===== src/rtl/exe_mem_skid_reg_if.sv =====
// Handshake and payload bundle between the EXE stage, the EXE/MEM skid register and the memory stage.
// The slave modport is the register's view; the master modport is the surrounding pipeline's view.
interface exe_mem_skid_reg_if #(
  parameter int DATA_W = 32,
  parameter int DEST_W = 5
);
  logic              in_valid;
  logic              in_ready;
  logic              WB_EN_in;
  logic              MEM_R_EN_in;
  logic              MEM_W_EN_in;
  logic [DATA_W-1:0] ALU_res_in;
  logic [DATA_W-1:0] ST_value_in;
  logic [DEST_W-1:0] Dest_in;
  logic              out_valid;
  logic              out_ready;
  logic              WB_EN;
  logic              MEM_R_EN;
  logic              MEM_W_EN;
  logic [DATA_W-1:0] ALU_res;
  logic [DATA_W-1:0] ST_value;
  logic [DEST_W-1:0] Dest;
  logic [1:0]        occupancy;

  modport slave (
    input  in_valid, WB_EN_in, MEM_R_EN_in, MEM_W_EN_in, ALU_res_in, ST_value_in, Dest_in,
    input  out_ready,
    output in_ready, out_valid, WB_EN, MEM_R_EN, MEM_W_EN, ALU_res, ST_value, Dest, occupancy
  );

  modport master (
    output in_valid, WB_EN_in, MEM_R_EN_in, MEM_W_EN_in, ALU_res_in, ST_value_in, Dest_in,
    output out_ready,
    input  in_ready, out_valid, WB_EN, MEM_R_EN, MEM_W_EN, ALU_res, ST_value, Dest, occupancy
  );
endinterface


===== src/rtl/exe_mem_skid_reg.sv =====
// EXE/MEM pipeline register with a one-entry skid buffer: full throughput, registered in_ready,
// in-order delivery and a synchronous flush that discards everything held.
module exe_mem_skid_reg #(
  parameter int DATA_W = 32,
  parameter int DEST_W = 5
) (
  input  logic                clock,
  input  logic                reset,
  input  logic                flush,
  exe_mem_skid_reg_if.slave   bus
);

  typedef enum logic [1:0] {
    EMPTY = 2'd0,
    ONE   = 2'd1,
    TWO   = 2'd2
  } state_t;

  typedef struct packed {
    logic              wb;
    logic              memR;
    logic              memW;
    logic [DATA_W-1:0] alu;
    logic [DATA_W-1:0] st;
    logic [DEST_W-1:0] dest;
  } entry_t;

  state_t r_state;
  logic   r_inReady;
  entry_t r_main;
  entry_t r_skid;

  logic   w_outValid;
  logic   w_inFire;
  logic   w_outFire;
  entry_t w_inPkt;

  assign w_outValid = (r_state != EMPTY);
  assign w_inFire   = bus.in_valid & r_inReady;
  assign w_outFire  = w_outValid & bus.out_ready;

  // A packet that is both load and store is kept as a store only.
  assign w_inPkt.wb   = bus.WB_EN_in;
  assign w_inPkt.memR = bus.MEM_R_EN_in & ~bus.MEM_W_EN_in;
  assign w_inPkt.memW = bus.MEM_W_EN_in;
  assign w_inPkt.alu  = bus.ALU_res_in;
  assign w_inPkt.st   = bus.ST_value_in;
  assign w_inPkt.dest = bus.Dest_in;

  // in_ready is computed from the next state so the EXE stage never sees a combinational path from out_ready.
  always_ff @(posedge clock or posedge reset) begin
    if (reset) begin
      r_state   <= EMPTY;
      r_inReady <= 1'b1;
      r_main    <= '0;
      r_skid    <= '0;
    end else if (flush) begin
      r_state     <= EMPTY;
      r_inReady   <= 1'b1;
      r_main.wb   <= 1'b0;
      r_main.memR <= 1'b0;
      r_main.memW <= 1'b0;
      r_skid.wb   <= 1'b0;
      r_skid.memR <= 1'b0;
      r_skid.memW <= 1'b0;
    end else begin
      case (r_state)
        EMPTY: begin
          if (w_inFire) begin
            r_main  <= w_inPkt;
            r_state <= ONE;
          end
        end
        ONE: begin
          if (w_inFire && w_outFire) begin
            r_main <= w_inPkt;
          end else if (w_inFire) begin
            r_skid    <= w_inPkt;
            r_state   <= TWO;
            r_inReady <= 1'b0;
          end else if (w_outFire) begin
            r_state <= EMPTY;
          end
        end
        TWO: begin
          if (w_outFire) begin
            r_main    <= r_skid;
            r_state   <= ONE;
            r_inReady <= 1'b1;
          end
        end
        default: begin
          r_state   <= EMPTY;
          r_inReady <= 1'b1;
        end
      endcase
    end
  end

  // Payload holds its last value when empty; only the enables are masked.
  assign bus.out_valid = w_outValid;
  assign bus.in_ready  = r_inReady;
  assign bus.occupancy = r_state;
  assign bus.WB_EN     = r_main.wb   & w_outValid;
  assign bus.MEM_R_EN  = r_main.memR & w_outValid;
  assign bus.MEM_W_EN  = r_main.memW & w_outValid;
  assign bus.ALU_res   = r_main.alu;
  assign bus.ST_value  = r_main.st;
  assign bus.Dest      = r_main.dest;

endmodule


===== src/flat_wrapper.sv =====
// flat-port wrapper written by rule: the top's interface ports become plain ports
module exe_mem_skid_reg_flat 
#(
  parameter int DATA_W = 32,
  parameter int DEST_W = 5
)
  (clock, reset, flush, bus_in_valid, bus_WB_EN_in, bus_MEM_R_EN_in, bus_MEM_W_EN_in, bus_ALU_res_in, bus_ST_value_in, bus_Dest_in, bus_out_ready, bus_in_ready, bus_out_valid, bus_WB_EN, bus_MEM_R_EN, bus_MEM_W_EN, bus_ALU_res, bus_ST_value, bus_Dest, bus_occupancy);
  exe_mem_skid_reg_if #(.DATA_W(DATA_W), .DEST_W(DEST_W)) bus_i ();
  input  logic clock;
  input  logic reset;
  input  logic flush;
  input wire logic [$bits(bus_i.in_valid)-1:0] bus_in_valid;
  input wire logic [$bits(bus_i.WB_EN_in)-1:0] bus_WB_EN_in;
  input wire logic [$bits(bus_i.MEM_R_EN_in)-1:0] bus_MEM_R_EN_in;
  input wire logic [$bits(bus_i.MEM_W_EN_in)-1:0] bus_MEM_W_EN_in;
  input wire logic [$bits(bus_i.ALU_res_in)-1:0] bus_ALU_res_in;
  input wire logic [$bits(bus_i.ST_value_in)-1:0] bus_ST_value_in;
  input wire logic [$bits(bus_i.Dest_in)-1:0] bus_Dest_in;
  input wire logic [$bits(bus_i.out_ready)-1:0] bus_out_ready;
  output wire logic [$bits(bus_i.in_ready)-1:0] bus_in_ready;
  output wire logic [$bits(bus_i.out_valid)-1:0] bus_out_valid;
  output wire logic [$bits(bus_i.WB_EN)-1:0] bus_WB_EN;
  output wire logic [$bits(bus_i.MEM_R_EN)-1:0] bus_MEM_R_EN;
  output wire logic [$bits(bus_i.MEM_W_EN)-1:0] bus_MEM_W_EN;
  output wire logic [$bits(bus_i.ALU_res)-1:0] bus_ALU_res;
  output wire logic [$bits(bus_i.ST_value)-1:0] bus_ST_value;
  output wire logic [$bits(bus_i.Dest)-1:0] bus_Dest;
  output wire logic [$bits(bus_i.occupancy)-1:0] bus_occupancy;
  assign bus_i.in_valid = bus_in_valid;
  assign bus_i.WB_EN_in = bus_WB_EN_in;
  assign bus_i.MEM_R_EN_in = bus_MEM_R_EN_in;
  assign bus_i.MEM_W_EN_in = bus_MEM_W_EN_in;
  assign bus_i.ALU_res_in = bus_ALU_res_in;
  assign bus_i.ST_value_in = bus_ST_value_in;
  assign bus_i.Dest_in = bus_Dest_in;
  assign bus_i.out_ready = bus_out_ready;
  assign bus_in_ready = bus_i.in_ready;
  assign bus_out_valid = bus_i.out_valid;
  assign bus_WB_EN = bus_i.WB_EN;
  assign bus_MEM_R_EN = bus_i.MEM_R_EN;
  assign bus_MEM_W_EN = bus_i.MEM_W_EN;
  assign bus_ALU_res = bus_i.ALU_res;
  assign bus_ST_value = bus_i.ST_value;
  assign bus_Dest = bus_i.Dest;
  assign bus_occupancy = bus_i.occupancy;
  exe_mem_skid_reg #(.DATA_W(DATA_W), .DEST_W(DEST_W)) u_core (.clock(clock), .reset(reset), .flush(flush), .bus(bus_i));
endmodule

===== config.mk =====
export PLATFORM = sky130hd
export DESIGN_NAME = exe_mem_skid_reg_flat
export DESIGN_NICKNAME = d
export VERILOG_FILES = /design/src/rtl/exe_mem_skid_reg_if.sv /design/src/rtl/exe_mem_skid_reg.sv /design/src/flat_wrapper.sv
export SDC_FILE = /design/constraint.sdc
export NUM_CORES = 1
export LEC_CHECK = 0
export ABC_AREA = 0
export CORE_ASPECT_RATIO = 2
export CORE_MARGIN = 5
export CORE_UTILIZATION = 33
export CTS_BUF_LIST = sky130_fd_sc_hd__clkbuf_8
export DETAILED_ROUTE_END_ITERATION = 8
export DONT_BUFFER_PORTS = 1
export GPL_ROUTABILITY_DRIVEN = 0
export GPL_TIMING_DRIVEN = 0
export PLACE_DENSITY = 0.54
export SYNTH_ARGS = -nofsm -noshare
export SYNTH_HDL_FRONTEND = slang
export SYNTH_SLANG_ARGS = --single-unit

===== constraint.sdc =====
create_clock -name clock -period 8.6 [get_ports clock]
set_input_delay 0.43 -clock clock [delete_from_list [all_inputs] [get_ports clock]]
set_output_delay 0.43 -clock clock [all_outputs]
set_load 0.03 [all_outputs]

==> results.toml <==
[cts]
cts-resized-gates = 0
clk_pin_slew_ns = 0.09
clockRootBuffer = "clkbuf_8"
postCtsSetupBuffers = 0
cts_inserted_buffers = 17
cts_tree = "yes"
numClockSinks = 147
clk-insertion-delay-late_ns = 0.46
htreeDepth = 4
holdBufCountCts = 1
cts_buffer_depth = 2

[synthesis]
syn_area_mm2 = 0.006933
yosysWarnings = 0
yosysMostFrequentCell = "dfrtp_1"
synth_top_area_share_pct = 52.70
synth_ff_type = "dfrtp_1"
async_flop_share_pct = 100.0
synth_fp_nets = 668
yosysSeqAreaShare_pct = 53.08
syn_inst = 586
synth-seq-cells = 147
ys_types = 31
synth_area_leaders = "dfrtp_1, mux2_2, mux2i_1"
synth_edf_count = 0
yosysTopAreaCell = "dfrtp_1"
yosys-top-cells-count = "dfrtp_1, a21oi_1, mux2_2"
avgSynthCellArea_um2 = 11.83

[cells_and_area]
layout-drive-gt1-share_pct = 31.94
instances_no_fill = 889
nNetsFinal = 689
fin_util_pct = 37.04
syn2layout_area_growth_pct = 11.30
antenna-diode-count = 0
finalInstanceArea_mm2 = 0.007716

[floorplanning]
io_pins = 153
core.rowCount = 75
die_h_um = 215.0
core_mm2 = 0.02083
die_area_mm2 = 0.02418
start_util_pct = 33.28
die_x_um = 112.5

[routing]
wl_per_cell_um = 19.37
wirelength_mm = 17.22
vias = 4328
avgViaCountPerCell = 4.868
drt_iter0_drc = 145
ant_nets = 0
drc = 0
dr.pass1.iters = 4

[timing]
timing.final.crit_share_pct = 35.03
drv_slew = 0
finalSetupViolations = 0
finalSetupTns_ns = 0
finalCriticalPeriod_ns = 3.012
finClkSkew_ns = 0.008859
rsz0062_at_grt = "false"
relSlewSlack_pct = 39.89
fin_hold_ws_ns = 0.1133
max_slew.worst_pin.slew_ns = 0.9016
hold_viol = 0
fmax_mhz = 332.0
layout_setup_ws_ns = 5.588

[power]
max-vdd-ir-drop_uv = 173.7
p_leak_nw = 3.152
power_mw = 3.073
powerDensity_mw_per_mm2 = 398.3

[global_route]
grt_first_pass_wirelength_mm = 27.40
grt_max_degree = 77
grt.total_usage_pct = 14.77
grt_overflow = 0
met1_usage_pct = 15.26
antenna_found_initial = 0
grt_use_met3_pct = 4.503
met2_usage_pct = 26.30
grt.busiest_layer = "met2"
grt_pass1_vias = 4891

[hold_path]
hold_path_depth = 1
hold_path_class = "primary input to register"

[critical_path]
cp-start-kind = "register"
critPathRequiredTime_ns = 8.95
worstPathArrival_ns = 3.36
path_class = "register to register"
worstSetupEndpointType = "register"
path_max_fanout = 10
rr_worst_depth = 9

[placed_design]
hpwl_mm = 12.78
pre_cts_ws_ns = 5.549
place_area_mm2 = 0.007302
dpl.cell_count = 856
port_buffers = 0

[status]
status = "finished clean"

[job]
drv_cap = 0
-- cell usage in the layout, fill, tap and decap left out, drive strengths merged, types with 2 or more instances in the layout --
cell | netlist | layout
a22o | 2 | 2
nor2b | 5 | 5
bufinv | 0 | 2
ha | 5 | 5
nand2 | 3 | 3
mux2 | 72 | 72
o2bb2ai | 2 | 2
inv | 8 | 10
mux2i | 71 | 71
dfrtp | 146 | 146
buf | 94 | 95
nor3b | 2 | 2
o21ai | 3 | 3
nor2 | 3 | 3
clkbuf | 15 | 35
nand2b | 3 | 3
o311ai | 2 | 2
a21oi | 139 | 139
clkinv | 0 | 5
clkinvlp | 0 | 3
-- per-layer routing --
layer,up-vias,wire (um)
met4,0,675
met3,32,911
met5,-,0
met1,2138,6192
met2,120,9440
li1,2038,-
-- flip-flops by register name, summed over array words and instances (netlist names) --
register              flops
u_core.bus.ST_value      32
u_core.bus.ALU_res       32
u_core.r_main             3
u_core.bus.in_ready       1
u_core.r_skid            72
u_core.bus.Dest           5
u_core.bus.occupancy      2
-- path summary, 6_finish.rpt --
| check | start | end | slack, ns |
|---|---|---|---|
| setup reg to reg | u_core.bus.occupancy[0]$_DFFE_PP0P_ | u_core.bus.ALU_res[5]$_DFFE_PP0P_ | 5.59 |
| hold / removal | bus_ST_value_in[18] | u_core.r_skid[23]$_DFFE_PP0P_ | 0.11 |
| setup / recovery | u_core.bus.occupancy[0]$_DFFE_PP0P_ | u_core.bus.ALU_res[5]$_DFFE_PP0P_ | 5.59 |
| max in group asynchronous | reset | u_core.bus.Dest[2]$_DFFE_PP0P_ | 7.18 |
| min in group asynchronous | reset | u_core.bus.ST_value[21]$_DFFE_PP0P_ | 0.57 |
| hold reg to reg | u_core.r_skid[71]$_DFFE_PP0P_ | u_core.r_skid[71]$_DFFE_PP0P_ | 0.50 |
-- worst max-delay path, stage by stage (launching register included) --
cell and delay [ns]:
dfrtp_1 0.61, inv_1 0.16, ha_1 0.32, nand2b_1 0.21
a221oi_2 0.70, and2_1 0.22, buf_2 0.22, buf_4 0.22
buf_6 0.16, a21oi_1 0.07
-- power by group --
group | switching [mW] | internal [mW] | total [mW]
sequential | 0.191 | 1.02 | 1.21
combinational | 0.784 | 0.521 | 1.31
clock | 0.273 | 0.281 | 0.554
total | 1.25 | 1.83 | 3.07
-- cell families after synthesis --
logic type / Yosys count / share of synthesized area [%]
AO/OA/AOI/OAI: 154 / 11.86
adder cells (fa/ha/maj): 5 / 0.9024
buffers and inverters: 117 / 10.58
flip-flops: 147 / 53.08
multiplexers: 143 / 21.95
AND/OR/NAND/NOR: 20 / 1.642
-- area by class of cell --
class,count,area (um^2)
fill,2086,13120
sequential,147,3680
multi-input combinational,322,2520
buffer,109,703.2
tap,269,336.6
clock buffer,20,275.3
clock inverter,12,128.9
timing repair buffer,2,37.54
inverter,8,35.03
Power figures use the tool's default switching activity.
